**src/rtl/uart_frame_pkg.sv**
```systemverilog
`default_nettype none
// +--------------------------------------------------------------------+
// | uart_frame_pkg : header codes, frame length and FSM states shared  |
// |                  by the UART RX and TX frame controllers.          |
// | Revision       : 1.0                                               |
// +--------------------------------------------------------------------+
package uart_frame_pkg;

  localparam logic [7:0] HDR_REC     = 8'hCC;
  localparam logic [7:0] HDR_DISP    = 8'hC3;
  localparam int         FRAME_BYTES = 12;

  typedef enum logic [0:0] {
    HUNT    = 1'b0,
    PAYLOAD = 1'b1
  } frame_state_t;

  // Bit offset of payload byte k (1-based): 24-bit groups ascending, MSB first in a group.
  function automatic logic [6:0] byte_lsb(input logic [3:0] k);
    int idx;
    idx = int'(k) - 1;
    return 7'(((idx / 3) * 24) + ((2 - (idx % 3)) * 8));
  endfunction

endpackage
`default_nettype wire

```
**src/rtl/uart_rx_timeout.sv**
```systemverilog
`default_nettype none
// +--------------------------------------------------------------------+
// | uart_rx_timeout : inter-byte idle counter, expires at TIMEOUT_CYC. |
// | Revision        : 1.0                                              |
// +--------------------------------------------------------------------+
module uart_rx_timeout #(
  parameter int TIMEOUT_CYC = 50000
) (
  input  logic clk,
  input  logic rst,
  input  logic i_en,
  input  logic i_clr,
  output logic o_expire
);

  localparam int c_CNT_W = $clog2(TIMEOUT_CYC + 1);

  logic [c_CNT_W-1:0] r_cnt;

  assign o_expire = i_en && !i_clr && (r_cnt == c_CNT_W'(TIMEOUT_CYC));

  always_ff @(posedge clk or posedge rst) begin
    if (rst) begin
      r_cnt <= '0;
    end else if (!i_en || i_clr || o_expire) begin
      r_cnt <= '0;
    end else begin
      r_cnt <= r_cnt + 1'b1;
    end
  end

endmodule
`default_nettype wire

```
**src/rtl/uart_rx_control.sv**
```systemverilog
`default_nettype none
// +--------------------------------------------------------------------+
// | uart_rx_control : hunts for a CC/C3 header, gathers 12 payload     |
// |   bytes into a 96-bit word, presents it with a ready/ack handshake.|
// |   Optional macro UART_RX_TIMEOUT_EN adds an inter-byte timeout.    |
// | Revision        : 1.0                                              |
// +--------------------------------------------------------------------+
module uart_rx_control #(
  parameter int TIMEOUT_CYC = 50000
) (
  input  logic        sysClk,
  input  logic        rst,
  input  logic        rxValid,
  input  logic [7:0]  rxData,
  input  logic        rxErr,
  input  logic        rdAck,
  output logic        outReady,
  output logic [95:0] outdata,
  output logic        data_rec,
  output logic        overrun,
  output logic        frameErr
);
  import uart_frame_pkg::*;

  frame_state_t r_state, w_stateNext;
  logic [3:0]   r_byteCnt, w_byteCntNext;
  logic         r_hdrRec, w_hdrRecNext;
  logic [95:0]  r_buf, w_bufNext;
  logic         w_store, w_complete, w_abort, w_timeout;

`ifdef UART_RX_TIMEOUT_EN
  uart_rx_timeout #(
    .TIMEOUT_CYC (TIMEOUT_CYC)
  ) u_timeout (
    .clk      (sysClk),
    .rst      (rst),
    .i_en     (r_state == PAYLOAD),
    .i_clr    (rxValid),
    .o_expire (w_timeout)
  );
`else
  // No timeout in this build; the comparison is constant false.
  assign w_timeout = (TIMEOUT_CYC < 0);
`endif

  always_comb begin
    w_stateNext   = r_state;
    w_byteCntNext = r_byteCnt;
    w_hdrRecNext  = r_hdrRec;
    w_store       = 1'b0;
    w_complete    = 1'b0;
    w_abort       = 1'b0;
    case (r_state)
      HUNT: begin
        if (rxValid && !rxErr && (rxData == HDR_REC || rxData == HDR_DISP)) begin
          w_hdrRecNext  = (rxData == HDR_REC);
          w_byteCntNext = 4'd1;
          w_stateNext   = PAYLOAD;
        end
      end
      PAYLOAD: begin
        if (rxErr || w_timeout) begin
          w_abort       = 1'b1;
          w_byteCntNext = 4'd0;
          w_stateNext   = HUNT;
        end else if (rxValid) begin
          w_store = 1'b1;
          if (r_byteCnt == 4'(FRAME_BYTES)) begin
            w_complete    = 1'b1;
            w_byteCntNext = 4'd0;
            w_stateNext   = HUNT;
          end else begin
            w_byteCntNext = r_byteCnt + 4'd1;
          end
        end
      end
      default: begin
        w_byteCntNext = 4'd0;
        w_stateNext   = HUNT;
      end
    endcase
  end

  always_comb begin
    w_bufNext = r_buf;
    if (w_store) begin
      w_bufNext[byte_lsb(r_byteCnt) +: 8] = rxData;
    end
  end

  always_ff @(posedge sysClk or posedge rst) begin
    if (rst) begin
      r_state   <= HUNT;
      r_byteCnt <= 4'd0;
      r_hdrRec  <= 1'b0;
    end else begin
      r_state   <= w_stateNext;
      r_byteCnt <= w_byteCntNext;
      r_hdrRec  <= w_hdrRecNext;
    end
  end

  // The completing byte is merged straight into outdata so outReady rises one cycle after it.
  always_ff @(posedge sysClk or posedge rst) begin
    if (rst) begin
      r_buf    <= 96'd0;
      outReady <= 1'b0;
      outdata  <= 96'd0;
      data_rec <= 1'b0;
      overrun  <= 1'b0;
      frameErr <= 1'b0;
    end else begin
      r_buf    <= w_bufNext;
      overrun  <= 1'b0;
      frameErr <= w_abort;
      if (w_complete && (!outReady || rdAck)) begin
        outdata  <= w_bufNext;
        data_rec <= r_hdrRec;
        outReady <= 1'b1;
      end else begin
        if (w_complete) begin
          overrun <= 1'b1;
        end
        if (rdAck) begin
          outReady <= 1'b0;
        end
      end
    end
  end

endmodule
`default_nettype wire

```
**config.mk**
```make
export PLATFORM = sky130hd
export DESIGN_NAME = uart_rx_control
export DESIGN_NICKNAME = d
export VERILOG_FILES = /design/src/rtl/uart_frame_pkg.sv /design/src/rtl/uart_rx_timeout.sv /design/src/rtl/uart_rx_control.sv
export SDC_FILE = /design/constraint.sdc
export NUM_CORES = 1
export LEC_CHECK = 0
export ABC_AREA = 1
export BUFFER_PORTS_ARGS = -buffer_cell sky130_fd_sc_hd__buf_2
export CAP_MARGIN = 40
export CORE_MARGIN = 5
export CORE_UTILIZATION = 35
export DETAILED_ROUTE_END_ITERATION = 7
export GPL_ROUTABILITY_DRIVEN = 1
export HOLD_SLACK_MARGIN = 0.15
export PLACE_DENSITY = 0.58
export SLEW_MARGIN = 20
export SYNTH_ARGS = -nofsm -noshare
export SYNTH_HDL_FRONTEND = slang
export SYNTH_SLANG_ARGS = --single-unit
```
**constraint.sdc**
```tcl
create_clock -name sysClk -period 11.02 [get_ports sysClk]
set_input_delay 2.204 -clock sysClk [delete_from_list [all_inputs] [get_ports sysClk]]
set_output_delay 2.204 -clock sysClk [all_outputs]
set_load 0.005 [all_outputs]
```
# Word level (Yosys, flattened, before mapping)
# Index checks and enable logic that the tools add are counted.
# totals
inputBits	13
out_inout_bits	100
ff_bits	202
# op_classes
reduce_logical	10
mux	25
bitwise_logic	1
shift	2
addsub	5
eq_ne	5
n_div	2
multipliers	1
# op_table
op	count
$bwmux 96	1
$mux 96	1
$shift 8x9->96 const A	1
$shiftx 8x9->96	1
$div 32x3->32 const B	1
$mod 32x3->32 const B	1
$mul 32x3->4 const B	1
$mux 1	17
$eq 8x8->1 const B	2
$mux 4	4
$neg 7->9	1
$pmux 4 s2	1
$add 7x7->7	1
$sub 4x1->5 const B	1
$add 4x1->4 const B	1
$eq 4x4->1 const B	1
$reduce_and 2->1	2
$sub 3x4->4 const A	1
$logic_and 1x1->1	3
$ne 3x3->1 const B	1
$logic_not 1->1	2
$logic_or 1x1->1	2
$ne 2x2->1 const B	1
$pmux 1 s2	1
2 further kinds	2

# Depth between registers and ports, before layout
# Gate-level depths: netlist (run 1).
# logic_depth
depth_word	8
ltp_mapped	50

# Worst setup path before layout (run 1)
# No wires, ideal clock.
# synth_timing
path_kind	reg-to-reg
start	register r_byteCnt[0]
end	register r_buf[31]
required_time_ns	10.901
path_buffers	2
arrival_ns	6.679
period_less_slack_ns	6.798
setup_slack_ns	4.222
stages_incl_launch_ff	41
cell_sequence	dfrtp_1 inv_1 clkbuf_1 ha_1 nand2_1 nand2_1 nand2_1 nand2_1 inv_1 ha_1 inv_1 nor2_1 nor2_1 inv_1 ha_1 inv_1 nand3_2 nor2_4 [5 not listed] nand2_2 ha_1 ha_1 or2_2 and2_1 ha_1 inv_1 fa_1 inv_1 ha_1 inv_1 nor2_1 inv_1 nand2_1 nor2_1 nand4_2 buf_2 o21a_1
# synth_via
elab_chain_len	8
elab_cells_between_ends	11
cone_classes	add/sub (4); mul (1); div (2); shift (2); mux (2)
# synth_rtl
element	line_no	text
start, declared	uart_rx_control.sv:26	logic [3:0] r_byteCnt, w_byteCntNext;
start signal, assigned	uart_rx_control.sv:98	r_byteCnt <= w_byteCntNext;
$sub 4x1->5 (*)	uart_frame_pkg.sv:21	idx = int'(k) - 1;
$div 32x3->32 or $mod 32x3->32 (tied branches)	uart_frame_pkg.sv:22	return 7'(((idx / 3) * 24) + ((2 - (idx % 3)) * 8));
$mul 32x3->4 or $sub 3x4->4 (tied branches)	uart_frame_pkg.sv:22	
$add 7x7->7 (*)	uart_frame_pkg.sv:22	
$neg 7->9 (*)	uart_rx_control.sv:87	w_bufNext[byte_lsb(r_byteCnt) +: 8] = rxData;
$shiftx 8x9->96 or $shift 8x9->96 (tied branches)	uart_rx_control.sv:87	
$bwmux 96 (*)	uart_rx_control.sv:87	
$mux 96 (*)	uart_rx_control.sv:86	if (w_store) begin
via w_bufNext[31]	uart_rx_control.sv:28	logic [95:0] r_buf, w_bufNext;
end signal, assigned	uart_rx_control.sv:113	r_buf <= w_bufNext;
end, declared	uart_rx_control.sv:28	
# Mark *: on every way through the listed nets, which the timed path passes. The rest lies on a longest branch.
# A chain may end at the register's enable or synchronous reset.

# Worst setup path after layout (run 1)
# layout_timing
start	register r_byteCnt[0]
end	register outdata[24]
# layout_via
elab_chain_len	8
elab_cells_between_ends	17
cone_classes	add/sub (4); mul (1); div (2); eq/ne (1); shift (2); mux (6); reduce/logical (1)
# layout_rtl
element	line_no	text
$sub 4x1->5	uart_frame_pkg.sv:21	
$div 32x3->32 or $mod 32x3->32 (tied branches)	uart_frame_pkg.sv:22	
$mul 32x3->4 or $sub 3x4->4 (tied branches)	uart_frame_pkg.sv:22	
$add 7x7->7	uart_frame_pkg.sv:22	
$neg 7->9	uart_rx_control.sv:87	
$shiftx 8x9->96 or $shift 8x9->96 (tied branches)	uart_rx_control.sv:87	
$bwmux 96	uart_rx_control.sv:87	
$mux 96	uart_rx_control.sv:86	
end signal, assigned	uart_rx_control.sv:117	outdata <= w_bufNext;
end, declared	uart_rx_control.sv:18	output logic [95:0] outdata,
# Parallel ways exist; a longest one is shown, timed or not.

==> results of run 1 <==
[worst min path at each step]
stage | startpoint | cells past startpoint | endpoint
floorplan | r_buf[13]$_DFF_PP0_ | 2 | r_buf[13]$_DFF_PP0_
global placement | outdata[6]$_DFFE_PP0P_ | 2 | outdata[6]$_DFFE_PP0P_
detailed placement | outdata[37]$_DFFE_PP0P_ | 2 | outdata[37]$_DFFE_PP0P_
CTS | outdata[1]$_DFFE_PP0P_ | 2 | outdata[1]$_DFFE_PP0P_
global route | outdata[20]$_DFFE_PP0P_ | 2 | outdata[20]$_DFFE_PP0P_
finish | outdata[45]$_DFFE_PP0P_ | 2 | outdata[45]$_DFFE_PP0P_
[area by class of cell]
type / instances / area, um2 / area share (%)
Sequential cell: 202 / 5050 / 43.9
Multi-Input combinational cell: 790 / 3860 / 33.5
Tap cell: 378 / 473 / 4.10
Inverter: 188 / 714 / 6.20
Timing Repair Buffer: 120 / 701 / 6.08
Clock inverter: 5 / 56.3 / 0.489
Clock buffer: 31 / 666 / 5.78
[placed cells by master (no fill, tap or decap), types with 5 or more instances in the layout]
cell / instances
a21oi_1: 5
and2_1: 48
buf_2: 112
clkbuf_16: 23
clkbuf_8: 6
dfrtp_1: 202
ha_1: 20
inv_1: 176
inv_2: 10
nand2_1: 409
nand2_2: 13
nand3_1: 134
nand3_2: 6
nand4_1: 7
nor2_1: 46
nor3_1: 6
o21a_1: 8
o21ai_0: 29
o21ai_1: 20
o21bai_1: 7
[logic make-up after synthesis]
family          Yosys count  share of synthesized area [%]
flops                   202                           51.8
buf+inv                 221                           8.78
xor+xnor                  7                          0.705
compound gates           73                           4.28
fa+ha+maj                21                           2.77
simple gates            689                           31.7
[critical path: cells and delay by family, from the launching register on]
kind | cells | cell delay [ps]
simple gates | 21 | 3460
fa+ha+maj | 9 | 2580
buf+inv | 12 | 1610
flops | 1 | 400
[stage by stage]
| stage | std cells | setup WS [ps] | util, % | hold slack (ps) | instance area [um2] |
|---|---|---|---|---|---|
| after global routing | 1714 | 2030 | 41.6 | 489 | 11500 |
| after CTS | 1712 | 2350 | 41.5 | 478 | 11500 |
| after floorplan | 1213 | 3310 | - | 445 | 9770 |
| after global placement | 1673 | 2700 | 38.6 | 459 | 10700 |
| after detailed placement | 1676 | 2390 | 38.9 | 459 | 10800 |
| final | 1714 | 2830 | 41.6 | 474 | 11500 |
[flip-flops by register name, indices dropped and copies added (netlist names)]
signal / count
data_rec: 1
frameErr: 1
outReady: 1
outdata: 96
overrun: 1
r_buf: 96
r_byteCnt: 4
r_hdrRec: 1
r_state: 1
[layer usage]
layer / global-route usage [%] / wire, um
met1: 22.5 / 11800
met2: 25.9 / 11500
met3: 3.33 / 1280
met4: 3.90 / 544
met5: 0 / 7
==> flow_metrics.py, run 1 <==
metrics = {
    "sta": {
        "slew_viol_final": 0,
        "slew_headroom_pct": 54.5,
        "setup_violations": 0,
        "skew_ps": 6.62,
        "min_period_ps": 8190,
        "worst_pin_slew_ps": 680,
        "hold_viol": 0,
        "finalSetupTns_ps": 0,
        "grt_setup_unrepaired": "false",
        "period_share_pct": 74.3,
        "fmax_mhz": 122,
    },
    "floorplan": {
        "die_w_um": 177,
        "start_util_pct": 35.2,
        "dieArea_um2": 31300,
        "dieHeight_um": 177,
        "core-area_um2": 27700,
        "io_pins": 113,
        "rows": 61,
    },
    "placed_design": {
        "place_congestion": 0.882,
        "io_buffers": 112,
        "dp_hpwl_mm": 18.0,
    },
    "routing": {
        "first_iter_violations": 523,
        "wire_per_inst_um": 14.7,
        "vias_per_cell": 4.55,
        "remaining_drc_errors": 0,
        "routed_wl_mm": 25.1,
        "ant_nets": 0,
        "dr.pass1.iters": 5,
        "vias": 7803,
    },
    "worst_setup_path": {
        "r2r_slack_ps": 2830,
        "ff2ff_path_depth": 42,
        "r2r-end": "outdata[24]$_DFFE_PP0P_",
        "crit_top_cell": "inv_1",
        "startpoint": "r_byteCnt[0]$_DFFE_PP0P_",
        "worst_setup_path_start_kind": "flip-flop",
        "cp_slowest_cell": "fa_1",
        "worstReg2RegStart": "r_byteCnt[0]$_DFFE_PP0P_",
        "crit_end": "outdata[24]$_DFFE_PP0P_",
        "critPathRequiredTime_ps": 11420,
        "path_class": "reg2reg",
        "slowest_delay_ps": 580,
        "critPathMaxFanout": 27,
        "crit_arrival_ps": 8590,
        "cp-end-kind": "flip-flop",
    },
    "synth": {
        "yosysWarnings": 0,
        "synth_edf_count": 0,
        "yosys.area.top_type_share_pct": 51.8,
        "synth_fp_nets": 1247,
        "synth_common_cells": "409 x nand2_1, 202 x dfrtp_1, 177 x inv_1",
        "synth.cell_area_um2": 9770,
        "synthCells": 1213,
        "ys_ff_latch": 202,
        "ys.flop_type": "dfrtp_1",
        "async_flop_share_pct": 100,
        "avgSynthCellArea_um2": 8.05,
        "yosysMostFrequentCell": "nand2_1",
        "synth_top_area_cell": "dfrtp_1",
        "ys_types": 38,
        "synth_area_leaders": "dfrtp_1 52%, nand2_1 16%, nand3_1 6.9%",
        "yosysSeqAreaShare_pct": 51.8,
    },
    "clock_tree": {
        "tritoncts": "done",
        "clkTransAtPathRegs_ps": 60,
        "clockBufferDepth": 3,
        "postCtsSetupBuffers": 0,
        "postCtsHoldBufs": 0,
        "cts_made_buffers": 23,
        "cts_root_buf": "clkbuf_16",
        "ctsResizeCount": 0,
        "cts.sinks": 202,
        "clock_latency_ps": 510,
        "h-tree-depth": 1,
    },
    "grt": {
        "grt_first_pass_wirelength_mm": 40.5,
        "overflow": 0,
        "grt_antenna_before_repair": 1,
        "track_usage_pct": 16.1,
        "grt_start_max_net_pins": 83,
        "grt_pass1_vias": 7569,
    },
    "cells_and_area": {
        "drive_above_1_share_pct": 15.3,
        "nFillCells": 2862,
        "area_growth_pct": 18.0,
        "nets": 1359,
        "antenna_cells": 0,
    },
    "worst_hold_path": {
        "hold_class": "reg2reg",
    },
    "run_status": {
        "status": "complete, no violations",
    },
    "run": {
        "maxCapViolCount": 0,
    },
}
Power of run 1 is not shown: default switching activity piles up to over one toggle a cycle in this logic, so the estimate is an artifact.
==> run 2, diff against run 1 <==
--- a/config.mk
+++ b/config.mk
@@ -13,7 +13,7 @@
 export DETAILED_ROUTE_END_ITERATION = 7
 export GPL_ROUTABILITY_DRIVEN = 1
 export HOLD_SLACK_MARGIN = 0.15
-export PLACE_DENSITY = 0.58
+export PLACE_DENSITY = 0.6
 export SLEW_MARGIN = 20
 export SYNTH_ARGS = -nofsm -noshare
 export SYNTH_HDL_FRONTEND = slang
==> constraint.sdc (replaced) <==
create_clock -name sysClk -period 7.1 [get_ports sysClk]
set_input_delay 1.42 -clock sysClk [delete_from_list [all_inputs] [get_ports sysClk]]
set_output_delay 1.42 -clock sysClk [all_outputs]
set_load 0.005 [all_outputs]
==> flow_metrics.py, run 2 (synthesized netlist as in run 1, its figures left out) <==
metrics = {
    "floorplan": {
        "start_util_pct": 35.2,
        "die_w_um": 177,
        "core-area_um2": 27700,
        "dieHeight_um": 177,
        "io_pins": 113,
        "rows": 61,
        "dieArea_um2": 31300,
    },
    "sta": {
        "slew_viol_final": 0,
        "hold_viol": 0,
        "worst_pin_slew_ps": 818,
        "skew_ps": 8.87,
        "fmax_mhz": 151,
        "min_period_ps": 6630,
        "holdWs_ps": 471,
        "slew_headroom_pct": 45.3,
        "period_share_pct": 93.3,
        "setup_violations": 0,
    },
    "grt": {
        "grt_antenna_before_repair": 2,
        "grt_start_max_net_pins": 79,
        "grt_first_pass_wirelength_mm": 41.5,
        "track_usage_pct": 16.4,
        "overflow": 0,
        "grt_pass1_vias": 7592,
    },
    "worst_hold_path": {
        "hold_start": "outdata[55]$_DFFE_PP0P_",
        "holdPathStages": 2,
        "hold_class": "reg2reg",
        "min_to": "outdata[55]$_DFFE_PP0P_",
    },
    "routing": {
        "first_iter_violations": 695,
        "vias_per_cell": 4.64,
        "wire_per_inst_um": 15.1,
        "dr.pass1.iters": 5,
        "remaining_drc_errors": 0,
        "routed_wl_mm": 26.2,
        "vias": 8062,
        "ant_nets": 0,
    },
    "cells_and_area": {
        "nets": 1376,
        "largestRegisters": "outdata x96, r_buf x96, r_byteCnt x4",
        "final_cell_mix": "403 x nand2_1, 202 x dfrtp_1, 172 x inv_1",
        "area_growth_pct": 21.2,
        "finalNonFillerCells": 1738,
        "drive_above_1_share_pct": 17.8,
        "final_common_cell": "nand2_1",
        "antenna_cells": 0,
    },
    "worst_setup_path": {
        "crit_top_cell": "nand2_1",
        "ff2ff_path_depth": 46,
        "cp_slowest_cell": "dfrtp_1",
        "slowest_delay_ps": 380,
        "r2r_slack_ps": 470,
        "crit_arrival_ps": 7070,
        "worstReg2RegStart": "r_byteCnt[0]$_DFFE_PP0P_",
        "critPathMaxFanout": 8,
        "r2r-end": "outdata[46]$_DFFE_PP0P_",
        "path_class": "reg2reg",
        "worst_setup_path_start_kind": "flip-flop",
        "cp-end-kind": "flip-flop",
        "critPathRequiredTime_ps": 7540,
    },
    "clock_tree": {
        "clkTransAtPathRegs_ps": 60,
        "tritoncts": "done",
        "cts_root_buf": "clkbuf_16",
        "clockBufferDepth": 3,
        "h-tree-depth": 1,
        "cts_made_buffers": 24,
        "clock_latency_ps": 510,
        "cts.sinks": 202,
        "postCtsHoldBufs": 0,
    },
    "placed_design": {
        "dp_hpwl_mm": 18.1,
        "place_inst": 1680,
        "place_congestion": 0.852,
        "io_buffers": 112,
    },
    "run_status": {
        "status": "complete, no violations",
    },
    "run": {
        "maxCapViolCount": 0,
    },
}
-- run 2: worst max-delay path by stage --
stage	startpoint	endpoint	slack, ps	cells past startpoint
finish	r_byteCnt[0]$_DFFE_PP0P_	outdata[46]$_DFFE_PP0P_	470	46
global route	r_byteCnt[1]$_DFFE_PP0P_	outdata[46]$_DFFE_PP0P_	-60	46
CTS	r_byteCnt[1]$_DFFE_PP0P_	outdata[66]$_DFFE_PP0P_	20	46
detailed placement	r_byteCnt[1]$_DFFE_PP0P_	outdata[46]$_DFFE_PP0P_	-210	46
global placement	r_byteCnt[1]$_DFFE_PP0P_	outdata[52]$_DFFE_PP0P_	60	46
floorplan	rst	data_rec$_DFFE_PP0P_	170	1
-- run 2: stage by stage --
| step | utilization, % | setup TNS (ps) | area, um2 | worst slack [ps] |
|---|---|---|---|---|
| floorplan | - | 0 | 9770 | 169 |
| global placement | 38.7 | 0 | 10700 | 64.2 |
| detailed placement | 38.9 | -12640 | 10800 | -211 |
| CTS | 42.1 | 0 | 11700 | 16.9 |
| global route | 42.7 | -869 | 11800 | -55.7 |
| finish | 42.7 | 0 | 11800 | 473 |
-- run 2: timing repair --
item,in CTS,in global routing
pin swaps,4,11
resized for setup,13,29
cloned,3,1
endpoints found under the setup margin,146,192
setup buffers,4,6
-- run 2: per-layer routing --
layer  wire length (um)  up-vias  share of wire (%)  global-route usage (%)
met5                 21        -              0.080                       0
li1                   -     4009                  -                       -
met1              12200     3810                 46                    23.7
met2              12000      197                 46                    26.1
met3               1530       42                5.8                    2.69
met4                461        4                1.8                    3.55
-- run 2: cell type report --
class / instances / area (um2)
clock buffer: 37 / 721
fill: 2770 / 15900
multi-input combinational: 794 / 4060
tap: 378 / 473
clock inverter: 7 / 48.8
timing repair buffer: 132 / 754
inverter: 188 / 721
sequential: 202 / 5050
-- run 2: critical path, delay by kind of cell (launching register included) --
family	cells	cell delay, ps
xor gates and xnor gates	2	330
adders and majority gates	8	1830
DFF	1	380
buffers and inverters	8	580
AOI/OAI and AO/OA	1	170
and+or+nand+nor	27	3240
Power of run 2 is left out for the same reason.
